### config.mk
export PLATFORM = sky130hd
export DESIGN_NAME = alu_word_seq
export DESIGN_NICKNAME = d
export VERILOG_FILES = /design/src/rtl/alu_word_seq_pkg.sv /design/src/rtl/alu_word_seq_dec.sv /design/src/rtl/alu_word_seq.sv
export SDC_FILE = /design/constraint.sdc
export NUM_CORES = 1
export LEC_CHECK = 0
export CAP_MARGIN = 10
export CORE_ASPECT_RATIO = 1.25
export CORE_MARGIN = 1
export CORE_UTILIZATION = 55
export CTS_BUF_LIST = sky130_fd_sc_hd__clkbuf_16
export DETAILED_ROUTE_END_ITERATION = 16
export DONT_BUFFER_PORTS = 1
export PLACE_DENSITY = 0.7
export SYNTH_ARGS = -nofsm -noshare
export SYNTH_HDL_FRONTEND = slang
export SYNTH_HIERARCHICAL = 1
export SYNTH_SLANG_ARGS = --single-unit
### constraint.sdc
create_clock -name clk -period 5.9 [get_ports clk]
set_clock_uncertainty 0.05 [all_clocks]
set_input_delay 1.475 -clock clk [delete_from_list [all_inputs] [get_ports clk]]
set_output_delay 1.475 -clock clk [all_outputs]
set_load 0.01 [all_outputs]
### src/rtl/alu_word_seq_pkg.sv
// Shared definitions for the word sequencer: opcodes, array select codes,
// FSM state type and the opcode decode function.
package alu_word_seq_pkg;

  localparam int unsigned OP_W  = 3;
  localparam int unsigned SEL_W = 2;

  localparam logic [OP_W-1:0] OP_ADD  = 3'b000;
  localparam logic [OP_W-1:0] OP_SUB  = 3'b001;
  localparam logic [OP_W-1:0] OP_INC  = 3'b010;
  localparam logic [OP_W-1:0] OP_DEC  = 3'b011;
  localparam logic [OP_W-1:0] OP_PASS = 3'b100;

  // Array operand-B select: constant zero, B, ~B, all ones
  localparam logic [SEL_W-1:0] SEL_ZERO = 2'b00;
  localparam logic [SEL_W-1:0] SEL_B    = 2'b01;
  localparam logic [SEL_W-1:0] SEL_NB   = 2'b10;
  localparam logic [SEL_W-1:0] SEL_ONES = 2'b11;

  typedef enum logic [1:0] {
    ST_IDLE  = 2'd0,
    ST_ISSUE = 2'd1,
    ST_DONE  = 2'd2
  } state_e;

  // Decoded array controls for one opcode
  typedef struct packed {
    logic [SEL_W-1:0] sel;
    logic             cin0;
    logic             err;
  } dec_t;

  // Reserved opcodes behave as PASS but raise err
  function automatic dec_t op_decode(input logic [OP_W-1:0] op);
    dec_t d;
    d.sel  = SEL_ZERO;
    d.cin0 = 1'b0;
    d.err  = 1'b0;
    case (op)
      OP_ADD:  begin d.sel = SEL_B;    d.cin0 = 1'b0; end
      OP_SUB:  begin d.sel = SEL_NB;   d.cin0 = 1'b1; end
      OP_INC:  begin d.sel = SEL_ZERO; d.cin0 = 1'b1; end
      OP_DEC:  begin d.sel = SEL_ONES; d.cin0 = 1'b0; end
      OP_PASS: begin d.sel = SEL_ZERO; d.cin0 = 1'b0; end
      default: begin d.sel = SEL_ZERO; d.cin0 = 1'b0; d.err = 1'b1; end
    endcase
    return d;
  endfunction

endpackage

### src/rtl/alu_word_seq_dec.sv
// Combinational opcode decoder for the arithmetic element array.
//   op_i  : opcode
//   dec_c : {alu_s select, chunk-0 carry-in, reserved-opcode flag}
module alu_word_seq_dec
  import alu_word_seq_pkg::*;
(
  input  logic [OP_W-1:0] op_i,
  output dec_t            dec_c
);

  assign dec_c = op_decode(op_i);

endmodule

### src/rtl/alu_word_seq.sv
// Multi-cycle word sequencer: takes a K*N-bit request, issues it to an
// external N-bit ALU slice one chunk per cycle (LSB first, carry chained),
// then returns the assembled result and flags.
//   clk, rst_n            : clock, async active-low reset
//   in_valid/in_ready     : request handshake with op, a, b
//   alu_m/s/a/b/cin       : controls and operands to the slice (ISSUE only)
//   alu_y, alu_cout       : slice sum and carry-out
//   out_valid/out_ready   : result handshake with result, cout, zero, err
module alu_word_seq
  import alu_word_seq_pkg::*;
#(
  parameter int unsigned N = 8,
  parameter int unsigned K = 4
) (
  input  logic             clk,
  input  logic             rst_n,
  input  logic             in_valid,
  output logic             in_ready,
  input  logic [OP_W-1:0]  op,
  input  logic [N*K-1:0]   a,
  input  logic [N*K-1:0]   b,
  output logic             alu_m,
  output logic [SEL_W-1:0] alu_s,
  output logic [N-1:0]     alu_a,
  output logic [N-1:0]     alu_b,
  output logic             alu_cin,
  input  logic [N-1:0]     alu_y,
  input  logic             alu_cout,
  output logic             out_valid,
  input  logic             out_ready,
  output logic [N*K-1:0]   result,
  output logic             cout,
  output logic             zero,
  output logic             err
);

  localparam int unsigned W     = N * K;
  localparam int unsigned IDX_W = (K > 1) ? $clog2(K) : 1;
  localparam logic [IDX_W-1:0] IDX_LAST = IDX_W'(K - 1);

  state_e            state_q, state_d;
  logic [IDX_W-1:0]  idx_q, idx_d;
  logic [W-1:0]      a_q, a_d;
  logic [W-1:0]      b_q, b_d;
  logic [SEL_W-1:0]  sel_q, sel_d;
  logic              cin0_q, cin0_d;
  logic              carry_q, carry_d;
  logic [W-1:0]      result_q, result_d;
  logic              cout_q, cout_d;
  logic              zero_q, zero_d;
  logic              err_q, err_d;
  dec_t              dec;

  alu_word_seq_dec u_dec (
    .op_i  (op),
    .dec_c (dec)
  );

  // Next-state and datapath capture
  always_comb begin
    state_d  = state_q;
    idx_d    = idx_q;
    a_d      = a_q;
    b_d      = b_q;
    sel_d    = sel_q;
    cin0_d   = cin0_q;
    carry_d  = carry_q;
    result_d = result_q;
    cout_d   = cout_q;
    zero_d   = zero_q;
    err_d    = err_q;
    case (state_q)
      ST_IDLE: begin
        if (in_valid) begin
          a_d     = a;
          b_d     = b;
          sel_d   = dec.sel;
          cin0_d  = dec.cin0;
          err_d   = dec.err;
          idx_d   = '0;
          state_d = ST_ISSUE;
        end
      end
      ST_ISSUE: begin
        result_d[idx_q*N +: N] = alu_y;
        carry_d = alu_cout;
        if (idx_q == IDX_LAST) begin
          cout_d  = alu_cout;
          zero_d  = (result_d == '0);
          idx_d   = '0;
          state_d = ST_DONE;
        end else begin
          idx_d = IDX_W'(idx_q + 1'b1);
        end
      end
      ST_DONE: begin
        if (out_ready) state_d = ST_IDLE;
      end
      default: state_d = ST_IDLE;
    endcase
  end

  // State and datapath registers
  always_ff @(posedge clk or negedge rst_n) begin
    if (!rst_n) begin
      state_q  <= ST_IDLE;
      idx_q    <= '0;
      a_q      <= '0;
      b_q      <= '0;
      sel_q    <= SEL_ZERO;
      cin0_q   <= 1'b0;
      carry_q  <= 1'b0;
      result_q <= '0;
      cout_q   <= 1'b0;
      zero_q   <= 1'b0;
      err_q    <= 1'b0;
    end else begin
      state_q  <= state_d;
      idx_q    <= idx_d;
      a_q      <= a_d;
      b_q      <= b_d;
      sel_q    <= sel_d;
      cin0_q   <= cin0_d;
      carry_q  <= carry_d;
      result_q <= result_d;
      cout_q   <= cout_d;
      zero_q   <= zero_d;
      err_q    <= err_d;
    end
  end

  // Slice drive: decoded only from registers, zero outside ISSUE
  always_comb begin
    alu_s   = SEL_ZERO;
    alu_a   = '0;
    alu_b   = '0;
    alu_cin = 1'b0;
    if (state_q == ST_ISSUE) begin
      alu_s   = sel_q;
      alu_a   = a_q[idx_q*N +: N];
      alu_b   = b_q[idx_q*N +: N];
      alu_cin = (idx_q == '0) ? cin0_q : carry_q;
    end
  end

  assign alu_m     = 1'b0;
  assign in_ready  = (state_q == ST_IDLE);
  assign out_valid = (state_q == ST_DONE);
  assign result    = result_q;
  assign cout      = cout_q;
  assign zero      = zero_q;
  assign err       = err_q;

endmodule

==> metrics.cfg <==
[timing]
finalSetupTns_ns = 0
timing_max_transition_violations_final = 0
rsz0062_at_grt = false
clock.fmax_mhz = 265.1
finalHoldViolCount = 0
fin_worst_hold_slack_ns = 0.4233
min_period_over_period_pct = 63.95
finalWorstPathRequiredPeriod_ns = 3.773
setup-violations-final = 0
worst_pin_slew_ns = 1.199
slew_headroom_pct = 20.06

[yosys]
synthDistinctLibCells = 47
post_synth_instance_area_sq_mm = 0.004893
synth_xor_area_share_pct = 0.1790
synthArstFlopShare_pct = 100.0
synth_top_flop_cell = sky130_fd_sc_hd__dfrtp_1
synthesized_area_fraction_occupied_by_ao_oa_aoi_and_oai_cells_pct = 8.208
synth_fa_ha_area_share_pct = 1.534
synthesis.yosys.warnings = 6
synthesis.area_per_instance_sq_um = 9.906
synthMuxAreaShare_pct = 8.003
yosys_register_bits = 107
number_of_synthesized_flops_with_an_enable_pin = 0
yosys.area_share.simple_pct = 24.42
post_synth_inst_count = 494
sequential_to_total_area_share_from_yosys_stat_pct = 54.72
synth_top_family_by_area = simple AND/OR/NAND/NOR gates
synth.net_count = 580

[clock_tree]
cts_resized = 0
cts.htree.levels = 3
worst_setup_hold_path_clk_slew_ns = 0.07
cts_num_sinks = 107
master_cell_of_the_clock_root_buffer = sky130_fd_sc_hd__clkbuf_16
cts_post_setup_buffers_inserted = 0
cts_made_buffers = 9
clock_path_buffers = 2
ctsHoldBuffers = 0
tritoncts = built
clock_latency_ns = 0.34

[global_routing]
grt_max_degree = 108
grt_pass1_vias = 3397
grt_first_pass_wirelength_um = 16920
globalRouteOverflowTotal = 0
track_usage_pct = 24.27
number_of_antenna_violations_at_the_first_check_in_global_routing = 0

[final_layout]
final_cell_area_sq_mm = 0.005187
fin_nets = 565
layout.cells.most_common_list = 219 x sky130_fd_sc_hd__nand2_1, 106 x sky130_fd_sc_hd__dfrtp_1, 25 x sky130_fd_sc_hd__a22o_1, 18 x sky130_fd_sc_hd__and2_1, 16 x sky130_fd_sc_hd__mux4_2
multi_input_area_sq_mm = 0.002082
finish.utilization_pct = 59.95
final.fill_count = 763
area_growth_pct = 6.009
layout_commonest_cell = sky130_fd_sc_hd__nand2_1
antennaDiodeCount = 0
regArea_sq_mm = 0.002679
drive_above_1_share_pct = 9.504
final_cell_count_no_fill = 604

[drt]
avgRoutedWirePerCell_um = 17.36
via_count = 3379
detail_route.drc_violations = 0
drtPass1Iterations = 4
vias_per_cell = 5.594
drt.antenna.violating_nets = 0
drt_iter0_drc = 155
routed_wl_um = 10480

[power]
power-per-cell-area_mw_per_mm2 = 578.3
peakVddDrop_v = 0.0002598
leakage_nw = 2.570

[run]
max_cap_viol_count = 0

[setup_path]
setup.worst_path.start_class = register
worst_path_fanout_max = 20
reg2reg_to = result[28]$_DFFE_PN0P_
reg2reg_slack_ns = 3.00
critical_path.startpoint = idx_q[1]$_DFFE_PN0P_
worstRegToRegCells = 5
worstPathRequired_ns = 4.38
startpoint_of_the_most_critical_register_to_register_path = idx_q[1]$_DFFE_PN0P_
worst_ep_arrival_ns = 2.25
criticalPathCategory = reg2out
end_point_of_the_critical_path = alu_cin
cp-end-kind = primary output

[worst_hold_path]
hp-class = reg2reg
worstHoldStart = b_q[2]$_DFFE_PN0P_

[placement]
placed_area_sq_mm = 0.004933
post-dp-hpwl_um = 7148
place.detailed.instances = 588
port_buffers = 0
routability_congestion_estimate = 0.8202

[floorplan]
chipHeight_um = 107.5
floorplan.die.width_um = 86.37
floorplan.die_area_sq_mm = 0.009281
initial_utilization_pct = 56.55
rows = 38
ioPinCount = 137
coreArea_sq_mm = 0.008653

[status]
status = finished, final reports clean

worst max-delay path, stage by stage, from the launching register on:
cell	delay [ns]
sky130_fd_sc_hd__dfrtp_1	0.95
sky130_fd_sc_hd__inv_1	0.22
sky130_fd_sc_hd__ha_1	0.35
sky130_fd_sc_hd__mux2i_1	0.15
sky130_fd_sc_hd__nor2_1	0.22
sequential cells by signal (all words and copies together) (netlist names):
name and flops:
a_q 32, cin0_q 1, cout 1, err 1, result 32, b_q 32
sel_q 2, idx_q 2, state_q 2, zero 1, carry_q 1
layout make-up:
| cell class | instances | area share, % |
|---|---|---|
| Clock buffer | 9 | 4.342 |
| Timing Repair Buffer | 1 | 0.1447 |
| Tap cell | 120 | 2.894 |
| Multi-Input combinational cell | 356 | 40.14 |
| Sequential cell | 107 | 51.64 |
| Clock inverter | 7 | 0.5548 |
| Inverter | 4 | 0.2894 |
synth_stat cells (2+ instances only):
master,n,area (sq um)
sky130_fd_sc_hd__o31ai_1,3,22.52
sky130_fd_sc_hd__a22o_1,25,219.0
sky130_fd_sc_hd__inv_1,4,15.01
sky130_fd_sc_hd__nor2_1,11,41.29
sky130_fd_sc_hd__mux2i_1,2,20.02
sky130_fd_sc_hd__nor4_2,2,25.02
sky130_fd_sc_hd__buf_4,2,15.01
sky130_fd_sc_hd__dfrtp_1,107,2678
sky130_fd_sc_hd__mux4_2,16,360.4
sky130_fd_sc_hd__and2_1,19,118.9
sky130_fd_sc_hd__a22o_2,4,40.04
sky130_fd_sc_hd__nand3_1,3,15.01
sky130_fd_sc_hd__o21ai_0,5,25.02
sky130_fd_sc_hd__nor2b_1,3,18.77
sky130_fd_sc_hd__nand2_1,220,825.8
sky130_fd_sc_hd__nor3_1,8,40.04
sky130_fd_sc_hd__buf_2,4,20.02
sky130_fd_sc_hd__a21oi_1,4,20.02
sky130_fd_sc_hd__clkbuf_1,18,67.56
sky130_fd_sc_hd__ha_1,6,75.07
sky130_fd_sc_hd__nand2b_1,2,12.51
metrics by stage:
stage	worst slack, ns	power [W]
after floorplan	2.600	0.002250
after global placement	2.501	0.002456
after detailed placement	2.455	0.002504
after CTS	2.072	0.003033
after global routing	1.969	0.003235
final	2.127	0.003000
cell families (layout without fill, tap and decap cells):
logic type / after synthesis / count (layout)
AOI/OAI and AO/OA: 50 / 50
xor gates and xnor gates: 1 / 1
adders and majority gates: 6 / 6
buffers and inverters: 31 / 21
DFF: 107 / 107
muxes: 19 / 19
other: 1 / 1
and+or+nand+nor: 279 / 279
layer usage:
layer,part of all wire [%],global-route usage (%)
met1,40,29.17
met2,51,40.31
met3,6.5,6.288
met4,2.5,12.02
met5,0,0
worst min-delay path by stage:
| stage | to | slack [ns] | cells after the start |
|---|---|---|---|
| detailed placement | a_q[5]$_DFFE_PN0P_ | 0.41 | 2 |
| global route | a_q[18]$_DFFE_PN0P_ | 0.45 | 2 |
| global placement | b_q[28]$_DFFE_PN0P_ | 0.40 | 2 |
| finish | b_q[2]$_DFFE_PN0P_ | 0.42 | 2 |
| floorplan | sel_q[0]$_DFFE_PN0P_ | 0.39 | 2 |
| CTS | b_q[29]$_DFFE_PN0P_ | 0.43 | 2 |
where the power goes:
group | internal (W) | total [W] | switching [W]
logic | 0.000497 | 0.00110 | 0.000598
registers | 0.00106 | 0.00138 | 0.000323
clock network | 0.000277 | 0.000519 | 0.000243
No activity file was read; power rests on OpenSTA's default activity.
